## src/rtl/fetch_decode_stage.sv

```systemverilog
`default_nettype none
// ============================================================================
// Module      : fetch_decode_stage
// Description : Single-issue instruction fetch and decode stage.
//               Issues word-aligned fetch requests from a program counter,
//               captures the returned instruction word together with its PC
//               and the fully decoded fields in one registered bundle, and
//               holds that bundle while the downstream stage stalls.
//               A redirect (pc_load_i) has priority over everything except
//               reset.
// Revision    : 1.0 - initial release
// ----------------------------------------------------------------------------
// Ports
//   clk           in   1   rising-edge clock for all state
//   nRst          in   1   synchronous, active-low reset
//   imem_req_o    out  1   fetch request, imem_addr_o valid while high
//   imem_addr_o   out  32  word-aligned fetch address (current PC)
//   imem_ack_i    in   1   imem_rdata_i valid for imem_addr_o this cycle
//   imem_rdata_i  in   32  fetched instruction word
//   pc_load_i     in   1   redirect request (taken branch / jump)
//   pc_target_i   in   32  redirect address (low two bits ignored)
//   stall_i       in   1   downstream cannot accept the held instruction
//   id_valid_o    out  1   held bundle is a valid instruction
//   id_pc_o       out  32  PC of the held instruction
//   id_instr_o    out  32  raw held instruction
//   i_type_o      out  3   R=0 I=1 S=2 SB=3 UJ=4 U=5 illegal=7
//   ctrl_key_o    out  17  {instr[31:25], instr[14:12], instr[6:0]}
//   rs1_o/rs2_o/rd_o out 5 register specifiers
//   imm_o         out  32  sign-extended immediate for the decoded type
//   illegal_o     out  1   held opcode not recognised (qualified by valid)
// ============================================================================
module fetch_decode_stage #(
    parameter logic [31:0] RESET_PC = 32'h0000_0000
) (
    input  logic        clk,
    input  logic        nRst,
    output logic        imem_req_o,
    output logic [31:0] imem_addr_o,
    input  logic        imem_ack_i,
    input  logic [31:0] imem_rdata_i,
    input  logic        pc_load_i,
    input  logic [31:0] pc_target_i,
    input  logic        stall_i,
    output logic        id_valid_o,
    output logic [31:0] id_pc_o,
    output logic [31:0] id_instr_o,
    output logic [2:0]  i_type_o,
    output logic [16:0] ctrl_key_o,
    output logic [4:0]  rs1_o,
    output logic [4:0]  rs2_o,
    output logic [4:0]  rd_o,
    output logic [31:0] imm_o,
    output logic        illegal_o
);

    // ------------------------------------------------------------------------
    // Constants
    // ------------------------------------------------------------------------
    localparam logic [1:0] c_ST_BOOT  = 2'd0;
    localparam logic [1:0] c_ST_FETCH = 2'd1;
    localparam logic [1:0] c_ST_HOLD  = 2'd2;

    localparam logic [2:0] c_T_R   = 3'd0;
    localparam logic [2:0] c_T_I   = 3'd1;
    localparam logic [2:0] c_T_S   = 3'd2;
    localparam logic [2:0] c_T_SB  = 3'd3;
    localparam logic [2:0] c_T_UJ  = 3'd4;
    localparam logic [2:0] c_T_U   = 3'd5;
    localparam logic [2:0] c_T_ILL = 3'd7;

    localparam logic [6:0] c_OP_OP     = 7'b0110011;
    localparam logic [6:0] c_OP_OPIMM  = 7'b0010011;
    localparam logic [6:0] c_OP_LOAD   = 7'b0000011;
    localparam logic [6:0] c_OP_JALR   = 7'b1100111;
    localparam logic [6:0] c_OP_STORE  = 7'b0100011;
    localparam logic [6:0] c_OP_BRANCH = 7'b1100011;
    localparam logic [6:0] c_OP_JAL    = 7'b1101111;
    localparam logic [6:0] c_OP_LUI    = 7'b0110111;
    localparam logic [6:0] c_OP_AUIPC  = 7'b0010111;

    localparam logic [31:0] c_PC_STEP  = 32'd4;

    // ------------------------------------------------------------------------
    // State and datapath registers
    // ------------------------------------------------------------------------
    logic [1:0]  state_q,    state_d;
    logic [31:0] pc_q,       pc_d;
    logic        id_valid_q, id_valid_d;
    logic [31:0] id_pc_q,    id_pc_d;
    logic [31:0] id_instr_q, id_instr_d;
    logic [2:0]  i_type_q,   i_type_d;
    logic [16:0] ctrl_key_q, ctrl_key_d;
    logic [4:0]  rs1_q,      rs1_d;
    logic [4:0]  rs2_q,      rs2_d;
    logic [4:0]  rd_q,       rd_d;
    logic [31:0] imm_q,      imm_d;
    logic        illegal_q,  illegal_d;

    // ------------------------------------------------------------------------
    // Combinational helpers
    // ------------------------------------------------------------------------
    logic        w_req;
    logic        w_accept;
    logic [6:0]  w_opcode;
    logic [2:0]  w_dec_type;
    logic        w_dec_illegal;
    logic [31:0] w_dec_imm;
    logic [31:0] w_target_aligned;
    logic        w_unused;

    // The PC is always word aligned, so the low target bits are dropped.
    assign w_target_aligned = {pc_target_i[31:2], 2'b00};
    assign w_unused         = ^pc_target_i[1:0];

    // A returned word is only taken when it answers a live request and no
    // redirect is pending; a redirect in the same cycle makes it stale.
    assign w_accept = w_req & imem_ack_i & ~pc_load_i;

    // ------------------------------------------------------------------------
    // FSM: state register
    // ------------------------------------------------------------------------
    always_ff @(posedge clk) begin
        if (!nRst) begin
            state_q <= c_ST_BOOT;
        end else begin
            state_q <= state_d;
        end
    end

    // ------------------------------------------------------------------------
    // FSM: next-state logic
    // ------------------------------------------------------------------------
    always_comb begin
        state_d = state_q;
        if (pc_load_i) begin
            // Redirect wins over stall and over the HOLD state.
            state_d = c_ST_FETCH;
        end else begin
            case (state_q)
                c_ST_BOOT:  state_d = c_ST_FETCH;
                c_ST_FETCH: begin
                    if (id_valid_q && stall_i) begin
                        state_d = c_ST_HOLD;
                    end
                end
                c_ST_HOLD: begin
                    if (!stall_i) begin
                        state_d = c_ST_FETCH;
                    end
                end
                default:    state_d = c_ST_BOOT;
            endcase
        end
    end

    // ------------------------------------------------------------------------
    // FSM: output logic
    // ------------------------------------------------------------------------
    // In FETCH the request is withdrawn as soon as the held slot is full and
    // blocked, so no word can return that would have nowhere to go.
    always_comb begin
        w_req = 1'b0;
        case (state_q)
            c_ST_FETCH: w_req = ~(id_valid_q & stall_i);
            default:    w_req = 1'b0;
        endcase
    end

    // ------------------------------------------------------------------------
    // Decode of the incoming word (registered only on accept, so the held
    // fields always belong to the held instruction)
    // ------------------------------------------------------------------------
    assign w_opcode = imem_rdata_i[6:0];

    always_comb begin
        w_dec_type    = c_T_ILL;
        w_dec_illegal = 1'b0;
        case (w_opcode)
            c_OP_OP:     w_dec_type = c_T_R;
            c_OP_OPIMM,
            c_OP_LOAD,
            c_OP_JALR:   w_dec_type = c_T_I;
            c_OP_STORE:  w_dec_type = c_T_S;
            c_OP_BRANCH: w_dec_type = c_T_SB;
            c_OP_JAL:    w_dec_type = c_T_UJ;
            c_OP_LUI,
            c_OP_AUIPC:  w_dec_type = c_T_U;
            default: begin
                w_dec_type    = c_T_ILL;
                w_dec_illegal = 1'b1;
            end
        endcase
    end

    always_comb begin
        w_dec_imm = 32'd0;
        case (w_dec_type)
            c_T_I:  w_dec_imm = {{20{imem_rdata_i[31]}}, imem_rdata_i[31:20]};
            c_T_S:  w_dec_imm = {{20{imem_rdata_i[31]}}, imem_rdata_i[31:25],
                                 imem_rdata_i[11:7]};
            c_T_SB: w_dec_imm = {{19{imem_rdata_i[31]}}, imem_rdata_i[31],
                                 imem_rdata_i[7], imem_rdata_i[30:25],
                                 imem_rdata_i[11:8], 1'b0};
            c_T_UJ: w_dec_imm = {{11{imem_rdata_i[31]}}, imem_rdata_i[31],
                                 imem_rdata_i[19:12], imem_rdata_i[20],
                                 imem_rdata_i[30:21], 1'b0};
            c_T_U:  w_dec_imm = {imem_rdata_i[31:12], 12'd0};
            default: w_dec_imm = 32'd0;
        endcase
    end

    // ------------------------------------------------------------------------
    // Datapath next-state
    // ------------------------------------------------------------------------
    always_comb begin
        pc_d       = pc_q;
        id_valid_d = id_valid_q;
        id_pc_d    = id_pc_q;
        id_instr_d = id_instr_q;
        i_type_d   = i_type_q;
        ctrl_key_d = ctrl_key_q;
        rs1_d      = rs1_q;
        rs2_d      = rs2_q;
        rd_d       = rd_q;
        imm_d      = imm_q;
        illegal_d  = illegal_q;

        if (pc_load_i) begin
            pc_d       = w_target_aligned;
            id_valid_d = 1'b0;
        end else if (w_accept) begin
            // 32-bit add wraps 32'hFFFF_FFFC back to zero.
            pc_d       = pc_q + c_PC_STEP;
            id_valid_d = 1'b1;
            id_pc_d    = pc_q;
            id_instr_d = imem_rdata_i;
            i_type_d   = w_dec_type;
            ctrl_key_d = {imem_rdata_i[31:25], imem_rdata_i[14:12], w_opcode};
            rs1_d      = imem_rdata_i[19:15];
            rs2_d      = imem_rdata_i[24:20];
            rd_d       = imem_rdata_i[11:7];
            imm_d      = w_dec_imm;
            illegal_d  = w_dec_illegal;
        end else if (!stall_i) begin
            // Downstream consumed the held word and nothing replaced it.
            id_valid_d = 1'b0;
        end
    end

    always_ff @(posedge clk) begin
        if (!nRst) begin
            pc_q       <= {RESET_PC[31:2], 2'b00};
            id_valid_q <= 1'b0;
            id_pc_q    <= 32'd0;
            id_instr_q <= 32'd0;
            i_type_q   <= c_T_R;
            ctrl_key_q <= 17'd0;
            rs1_q      <= 5'd0;
            rs2_q      <= 5'd0;
            rd_q       <= 5'd0;
            imm_q      <= 32'd0;
            illegal_q  <= 1'b0;
        end else begin
            pc_q       <= pc_d;
            id_valid_q <= id_valid_d;
            id_pc_q    <= id_pc_d;
            id_instr_q <= id_instr_d;
            i_type_q   <= i_type_d;
            ctrl_key_q <= ctrl_key_d;
            rs1_q      <= rs1_d;
            rs2_q      <= rs2_d;
            rd_q       <= rd_d;
            imm_q      <= imm_d;
            illegal_q  <= illegal_d;
        end
    end

    // ------------------------------------------------------------------------
    // Outputs
    // ------------------------------------------------------------------------
    assign imem_req_o  = w_req;
    assign imem_addr_o = pc_q;
    assign id_valid_o  = id_valid_q;
    assign id_pc_o     = id_pc_q;
    assign id_instr_o  = id_instr_q;
    assign i_type_o    = i_type_q;
    assign ctrl_key_o  = ctrl_key_q;
    assign rs1_o       = rs1_q;
    assign rs2_o       = rs2_q;
    assign rd_o        = rd_q;
    assign imm_o       = imm_q;
    // Decode fields survive a redirect, so illegal is gated by validity.
    assign illegal_o   = illegal_q & id_valid_q;

endmodule
`default_nettype wire

```

## config.mk

```make
export PLATFORM = sky130hd
export DESIGN_NAME = fetch_decode_stage
export DESIGN_NICKNAME = d
export VERILOG_FILES = /design/src/rtl/fetch_decode_stage.sv
export SDC_FILE = /design/constraint.sdc
export NUM_CORES = 1
export LEC_CHECK = 0
export ABC_AREA = 1
export BUFFER_PORTS_ARGS = -buffer_cell sky130_fd_sc_hd__buf_2
export CAP_MARGIN = 10
export CORE_ASPECT_RATIO = 0.75
export CORE_MARGIN = 4
export CORE_UTILIZATION = 54
export DETAILED_ROUTE_END_ITERATION = 16
export PLACE_DENSITY = 0.95
export SYNTH_ARGS = -nofsm -noshare
export SYNTH_HDL_FRONTEND = slang
export SYNTH_SLANG_ARGS = --single-unit
export TNS_END_PERCENT = 20
```

## constraint.sdc

```tcl
create_clock -name clk -period 2.95 [get_ports clk]
set_input_delay 0.295 -clock clk [delete_from_list [all_inputs] [get_ports clk]]
set_output_delay 0.295 -clock clk [all_outputs]
set_load 0.01 [all_outputs]
```

Word-level counts from Yosys, hierarchy flattened
Index checks and enable logic that the tools add are counted.
{ "op_classes": {"muxes": 12, "n_reduce_logical": 10, "eq_ne": 21, "n_addsub": 1, "n_bitwise": 7} }
{ "op_table": {"columns": ["op", "n"], "rows": [
  ["case mux 32 bit (5 select lines)", 1],
  ["2-to-1 mux 32 bit", 2],
  ["adder 32 x 3 -> 32 bit (second input constant)", 1],
  ["== test 7 x 6 -> 1 bit (second input constant)", 3],
  ["== test 7 bit (second input constant)", 3],
  ["case mux 3 bit (6 select lines)", 1],
  ["== test 7 x 5 -> 1 bit (second input constant)", 2],
  ["OR reduction 9 bit", 1],
  ["== test 7 x 2 -> 1 bit (second input constant)", 1],
  ["== test 3 x 2 -> 1 bit (second input constant)", 2],
  ["== test 3 bit (second input constant)", 2],
  ["inequality test 3 bit (second input constant)", 2],
  ["case mux 2 bit (3 select lines)", 1],
  ["AND reduction 2 bit", 3],
  ["2-to-1 mux 1 bit", 5],
  ["bitwise AND 1 bit", 4],
  ["2-to-1 mux 2 bit", 2],
  ["inequality test 2 bit (second input constant)", 2],
  ["OR reduction 2 bit", 2],
  ["== test 3 x 1 -> 1 bit (second input constant)", 1],
  ["NOT 1 bit", 3],
  ["OR reduction 3 bit", 1],
  ["== test 2 x 1 -> 1 bit (second input constant)", 1],
  ["== test 2 bit (second input constant)", 1],
  ["4 further kinds", 4]
]} }
{ "totals": {"elab_cells": 65, "input_bits": 69, "out_inout_bits": 166, "reg_bits": 167} }

Longest topological paths before layout
Gate-level depths: netlist of run 1.
{ "depth": {"depth_word": 7, "mapped_depth": 17, "depth_no_buf": 16} }

Least setup slack after synthesis of run 1
OpenSTA, ideal clock, no wires.
{ "synth_path": {"kind": "input -> register", "startpoint": "input port imem_rdata_i[3]", "endpoint": "register imm_q[21] (netlist: imm_o[21])", "t_arrival_ns": 1.897, "setup_time_ns": 0.138, "t_required_ns": 2.812, "cell_stages": 14, "path_buffers": 2, "path_slack_ns": 0.915, "path_cell_list": "inv_1 -> nand2_1 -> nor2_4 -> nand2_1 -> nand2_2 -> inv_1 -> ha_1 -> or2_1 -> buf_4 -> nand2_1 -> inv_2 -> buf_4 -> nand2_1 -> a21oi_2"} }
{ "synth_via": {"elab_chain_cells": 5, "word_cells_on_any_way": 18, "classes_between": "14 x eq/ne; 2 x mux; 2 x reduce/logical"} }
{ "synth_lines": {"columns": ["element", "line_no", "text"], "rows": [
  ["start, declared", "40", "input logic [31:0] imem_rdata_i,"],
  ["== test 7 x 5 -> 1 bit, or another cell as far along", "178", "case (w_opcode)"],
  ["OR reduction 3 bit or OR reduction 2 bit (tied branches)", null, null],
  ["case mux 3 bit (6 select lines) *", "178", null],
  ["== test 3 bit, or another cell as far along", "197", "case (w_dec_type)"],
  ["case mux 32 bit (5 select lines) *", "197", null],
  ["end signal, assigned", "273", "imm_q <= imm_d;"],
  ["end, declared", "96", "logic [31:0] imm_q, imm_d;"]
]} }
Every way passes the cells marked *; elsewhere a longest branch is shown, timed or not.
A chain may end at the register's enable or synchronous reset.

Worst setup path after layout of run 1
{ "layout_path": {"startpoint": "register pc_q[2] (netlist: imem_addr_o[2])", "endpoint": "register pc_q[22] (netlist: imem_addr_o[22])"} }
{ "layout_via": {"elab_chain_cells": 3} }
{ "layout_lines": {"columns": ["element", "line_no", "text"], "rows": [
  ["start, declared", "87", "logic [31:0] pc_q, pc_d;"],
  ["start signal, assigned", "252", "pc_q <= {RESET_PC[31:2], 2'b00};"],
  ["start signal, assigned", "264", "pc_q <= pc_d;"],
  ["adder 32 x 3 -> 32 bit", "233", "pc_d = pc_q + c_PC_STEP;"],
  ["2-to-1 mux 32 bit", "231", "end else if (w_accept) begin"],
  ["2-to-1 mux 32 bit", "228", "if (pc_load_i) begin"]
]} }
Every way passes these cells. The select of a mux whose other input is x is not followed.

==> impl_results.md, run 1 <==
- Final hold slack: 0.132 ns
- Worst-Margin Slew: a little over 0.6 ns
- Yosys warning count: 0
- H-tree Lvls: 4
- Fmax achieved: 0.467 GHz
- Number of synthesized flops with an enable pin: 0
- Row cnt: 34
- Initial Utilization: between 50 and 60%
- Final ANT Viol Nets: 0
- Pre-Repair DR Iteration Count: 7
- Post-synthesis mux area share: 0%
- Die Span Y: just over 100 um
- RSZ-0062 raised after global routing: no
- PD cells: approximately 570 mW/mm2
- Final setup vio count: 0
- Nature of the critical path startpoint: register
- Worst-path clk slew: 0.06 ns
- Post-CTS sizing: 0
- CTS tree: built
- R2r startpoint: imem_addr_o[2]
- Post-route minimum period: 2.14 ns
- GPL Wtd Cong: 0.967
- Pin count of the biggest net entering global routing: 66
- Crit share post-route: 72.6%
- Outcome: complete, no violations
- Final nets: 1153
- Core area: roughly 0.012 mm2
- Final Routed Wirelength: 20.3 mm
- Leak: 3.95 nW
- # clock sinks: 131
- Routed length per instance: 16.2 um
- Synth cell types: around 50
- Post-Syn Instances: 905
- Min-Delay Startpoint: imem_rdata_i[15]
- Maximum VDD drop: between 400 and 500 uV
- Vias in the first global route: approximately 6000
- Post-synth design cell area: 0.00651 mm2
- Gr usage total: 28.0%
- Post-synthesis simple-gate area fraction: 31.7%
- Post-CTS Hold Buffers: 0
- Crit. End Element: register
- Setup CP Type: register to register
- Ports: 235
- Post-Synth Adder-Cell Area: 0.384%
- CTS Buffer Depth: 2
- Most frequent cells in the layout: nand2_1, buf_2, dfxtp_1
- Total global routing overflow: 0
- Compound-cell area share of the yosys netlist: 15.3%
- Worst path required time: 3.26 ns
- Post-CTS setup buffer count: 0
- Worst min path class: input port to register
- Antenna cells: 0
- Most common cell after layout, fill and taps aside: nand2_1
- Max-cap violations: 0
- Xor/xnor cell area share of the yosys netlist: about 1.1%
- TritonCTS Buffers: 17
- Initial antenna violation count: 0
- I/O Buffers: approximately 230
- Syn Area/Cell: 7.20 um2
- Largest family of logic cells by synthesized area: simple AND/OR/NAND/NOR gates
- Arrival @ worst endpoint: between 2 and 2.5 ns
- Wire length of the first global-routing pass: 30.8 mm
- Clk Latency, worst-skew pair: 0.41 ns
- Post-synth ARST share: 0%
- Detailed-placement wirelength estimate: 14.8 mm
- Number of max-slew violations in the final report: 0
- Sequential cell area fraction in the yosys report: 40.3%
- CP Launch Point: imem_addr_o[2]
- Vias: 6782
- Remaining DRCs: 0
- 1st-iter DRT viols: just over 600
- Clk root buf: clkbuf_16
- Crit-path max FO: 5
- Setup Total Neg Slack: 0 ns
- Drt via density: 5.40
- Layout area overhead: 24.1%
- FF+latch count, synth: 131
- Die X: around 130 um
- Die Area: approximately 0.014 mm2
- Hold Vio Cnt, Final: 0
- Fin Clk Skew: 0.0107 ns
- Rel. slew slack: 58.9%
- Layout cells sized above 1: 30.3%
- Top FF cell, synth: dfxtp_1
-- area by class of cell --
type / count / area, um2
multi-input cells: 637 / 3180
inverters: 57 / 214
clock inverters: 12 / 181
well taps: 162 / 203
fillers: 961 / 3620
repair buffers: 238 / 1240
flip-flops and latches: 131 / 2620
clock buffers: 19 / 443
-- worst max-delay path: stages, from the launching register on --
cell      delay [ns]
dfxtp_1         0.46
ha_1            0.29
nand2_2         0.09
nor2_2          0.17
nand2_2         0.10
nor2_4          0.14
inv_2           0.08
nor2_4          0.12
nand2_2         0.11
nor2_4          0.12
nand2_2         0.07
nand3_1         0.09
o211ai_2        0.09
nand2_1         0.07
inv_1           0.04
-- flip-flops by register name, summed over array words and instances, names as in the netlist --
register     flops
i_type_o         3
id_instr_o      32
id_pc_o         30
id_valid_o       1
illegal_q        1
imem_addr_o     30
imm_o           32
state_q          2
-- power by group --
| group | total, mW | internal, mW | switching [mW] | leakage (nW) |
|---|---|---|---|---|
| Clock | 2.23 | 1.44 | 0.794 | 0.292 |
| Combinational | 0.482 | 0.176 | 0.306 | 2.59 |
| Sequential | 1.92 | 1.84 | 0.0751 | 1.07 |
-- per-stage QoR --
stage / setup WS, ns / cell area (um2) / utilization, % / std cells / power, mW
after global placement: 0.578 / 7460 / 63.7 / 1225 / 2.41
after global routing: 0.587 / 8080 / 69.1 / 1256 / 4.78
after floorplan: 0.915 / 6520 / - / 908 / 2.24
final: 0.808 / 8080 / 69.1 / 1256 / 4.63
after CTS: 0.848 / 8080 / 69.1 / 1256 / 4.64
after detailed placement: 0.468 / 7460 / 63.7 / 1225 / 2.43
-- kinds of logic after synthesis --
family          Yosys count
xor+xnor                  8
fa+ha+maj                 2
other cells               1
simple gates            450
flops                   131
buf+inv                 140
compound gates          173
-- metal layers --
layer / global-route usage, % / share of wire, % / vias up
met5: 0 / 0 / -
met4: 7.90 / 1.7 / 0
met3: 8.54 / 12 / 31
met2: 42.1 / 44 / 387
met1: 39.1 / 43 / 3108
li1: - / - / 3256
-- cell usage after synthesis, types with 3 or more instances --
library cell | n | area, um2
nand2_1 | 241 | 905
dfxtp_1 | 131 | 2620
nor2_1 | 106 | 398
o21ai_0 | 64 | 320
a21oi_1 | 61 | 305
inv_1 | 48 | 180
buf_4 | 44 | 330
nand3_1 | 29 | 145
clkbuf_1 | 25 | 93.8
a31oi_1 | 15 | 93.8
nand2_2 | 13 | 81.3
nand4_1 | 13 | 81.3
a21oi_2 | 10 | 87.6
buf_2 | 10 | 50.1
nor3_1 | 9 | 45.0
inv_2 | 8 | 30.0
nor2_4 | 8 | 90.1
xor2_1 | 7 | 61.3
o211a_1 | 5 | 50.1
nand2_4 | 4 | 45.0
nand3_2 | 4 | 40.0
nor2_2 | 4 | 25.0
o2111ai_1 | 4 | 35.0
o211ai_1 | 4 | 30.0
buf_6 | 3 | 33.8
nand3b_1 | 3 | 22.5
-- final timing paths --
kind                     end  slack [ns]  cells after the start
min reg2reg      id_pc_o[25]        0.46                      2
max          imem_addr_o[22]        0.81                     14
max reg2reg  imem_addr_o[22]        0.81                     14
min           id_instr_o[15]        0.13                      3
No activity file was read; power rests on OpenSTA's default activity.
==> inputs of run 2 (changes only) <==
Settings changed: ABC_AREA 1 to 0, CORE_UTILIZATION 54 to 49, PLACE_DENSITY 0.95 to 0.91.
Clock period 2.95 ns to 2 ns, I/O delays scaled along.
==> impl_results.md, run 2 <==
- Outcome: complete, no violations
- Die X: 137 um
- Crit-path max FO: 6
- Final ANT Viol Nets: 0
- Final setup vio count: 0
- Clk Latency, worst-skew pair: 0.40 ns
- I/O Buffers: 228
- Worst-Margin Slew: between 0.7 and 0.8 ns
- Worst min path class: input port to register
- Vias in the first global route: between 5000 and 6000
- Placed cell count: 1090
- Antenna cells: 0
- Most frequent cell after synthesis: nand2_1
- Post-CTS sizing: 0
- Detailed-placement wirelength estimate: 14.0 mm
- Min-Delay Startpoint: pc_target_i[3]
- Post-CTS Hold Buffers: 0
- Wire length of the first global-routing pass: roughly 30 mm
- FF+latch count, synth: 131
- Fmax achieved: 0.522 GHz
- TritonCTS Buffers: 17
- Rel. slew slack: 47.3%
- Syn Area/Cell: 8.46 um2
- CTS tree: built
- Routed length per instance: about 17 um
- Post-route minimum period: 1.91 ns
- Total global routing overflow: 0
- Hold Vio Cnt, Final: 0
- Dominant cells by area after synthesis: dfxtp_1, nand2_1, a21boi_1
- Crit. End Element: register
- # clock sinks: 131
- Leading area contributor after synthesis: dfxtp_1
- Leak: 3.62 nW
- Maximum VDD drop: 597 uV
- Worst-path clk slew: about 0.060 ns
- Post-synth design cell area: 0.00615 mm2
- Final hold slack: between 0.02 and 0.025 ns
- Top cells by count, synth: nand2_1, dfxtp_1, a21boi_1
- Arrival @ worst endpoint: 2.18 ns
- CP Launch Point: imem_addr_o[2]
- Count of non-filler cells in the finished layout: 1122
- Nature of the critical path startpoint: register
- Post-CTS setup buffer count: 0
- Final Routed Wirelength: 18.9 mm
- Most frequent cells in the layout: buf_2, nand2_1, dfxtp_1
- PD cells: 846 mW/mm2
- R2r startpoint: imem_addr_o[2]
- Row cnt: 35
- Most common cell after layout, fill and taps aside: buf_2
- Number of synthesized flops with an enable pin: 0
- Post-synth ARST share: 0%
- Initial antenna violation count: 0
- Clk root buf: clkbuf_16
- Number of max-slew violations in the final report: 0
- Core area: 0.0123 mm2
- Max-cap violations: 0
- Top FF cell, synth: dfxtp_1
- Final nets: 1014
- Pre-Repair DR Iteration Count: 5
- Initial Utilization: around half
- Post-Syn Instances: 727
- CTS Buffer Depth: 2
- Drt via density: 5.39
- Die Area: roughly 0.014 mm2
- Gr usage total: 25.6%
- Setup CP Type: register to register
- Crit share post-route: 95.7%
- Fin Clk Skew: slightly above 0.008 ns
- Yosys warning count: 0
- Ports: 235
- Synth cell types: 64
- GPL Wtd Cong: approximately 0.92
- Layout cells sized above 1: 36.8%
- Remaining DRCs: 0
- Sequential cell area fraction in the yosys report: a little over two fifths
- Pin count of the biggest net entering global routing: 53
- H-tree Lvls: 4
- Synth top area share: between 40% and 50%
- RSZ-0062 raised after global routing: no
- Die Span Y: between 100 and 150 um
- 1st-iter DRT viols: a little over 400
- Worst path required time: about 2.3 ns
- Vias: between 6000 and 7000
- Layout area overhead: 32.2%
## run 2: metrics by stage
step	area [um2]	power [mW]	setup WS [ns]	setup TNS, ns	utilization (%)
finish	8140	6.88	0.0860	0	66.3
global placement	7480	3.45	-0.125	-2.43	61.0
global route	8140	7.09	0.0137	0	66.3
floorplan	6230	3.18	-0.240	-4.21	-
detailed placement	7480	3.47	-0.232	-4.51	61.0
CTS	8130	6.91	0.0945	0	66.3
## run 2: cell families (layout without fill, tap and decap cells)
kind of cell             after synthesis  after routing  synth area share [%]
buffers and inverters                 90            316                  8.36
multiplexers                           2              2                 0.346
AO/OA/AOI/OAI                        201            201                  23.1
adder cells (fa/ha/maj)                2              2                 0.407
AND/OR/NAND/NOR                      274            274                  21.4
other                                  1              4                0.0610
XOR/XNOR                              26             26                  3.70
flip-flops                           131            131                  42.6
## run 2: worst max-delay path, stage by stage (launching register included)
cell and delay, ns:
dfxtp_1 0.40, ha_1 0.17, nand2_1 0.09, or4_4 0.59, nor4_4 0.30, xnor2_1 0.15
a21oi_1 0.08
## run 2: final timing paths
path | endpoint | slack [ns] | cells past startpoint
max | imem_addr_o[26] | 0.09 | 6
min | imem_addr_o[3] | 0.02 | 2
max reg2reg | imem_addr_o[26] | 0.09 | 6
min reg2reg | id_pc_o[21] | 0.45 | 2
## run 2: layout make-up
class	count	area [um2]
clock buffer	18	429
clock inverter	14	226
fill	1006	4130
inverter	7	28.8
multi-input combinational	509	3070
sequential	131	2620
tap	166	208
timing repair buffer	277	1550
## run 2: report_power, final
part	internal (mW)	total, mW	switching [mW]	leakage (nW)
registers	2.69	2.77	0.0796	1.07
clock network	2.24	3.46	1.22	0.312
logic	0.272	0.650	0.378	2.25
total	5.20	6.88	1.68	3.62
## run 2: metal layers
layer  up-vias  part of all wire (%)  GRT usage [%]
li1       2912                     -              -
met1      2821                    44           35.4
met2       282                    45           39.7
met3        27                   8.7           5.68
met4         0                   1.9           7.91
met5         -                     0              0
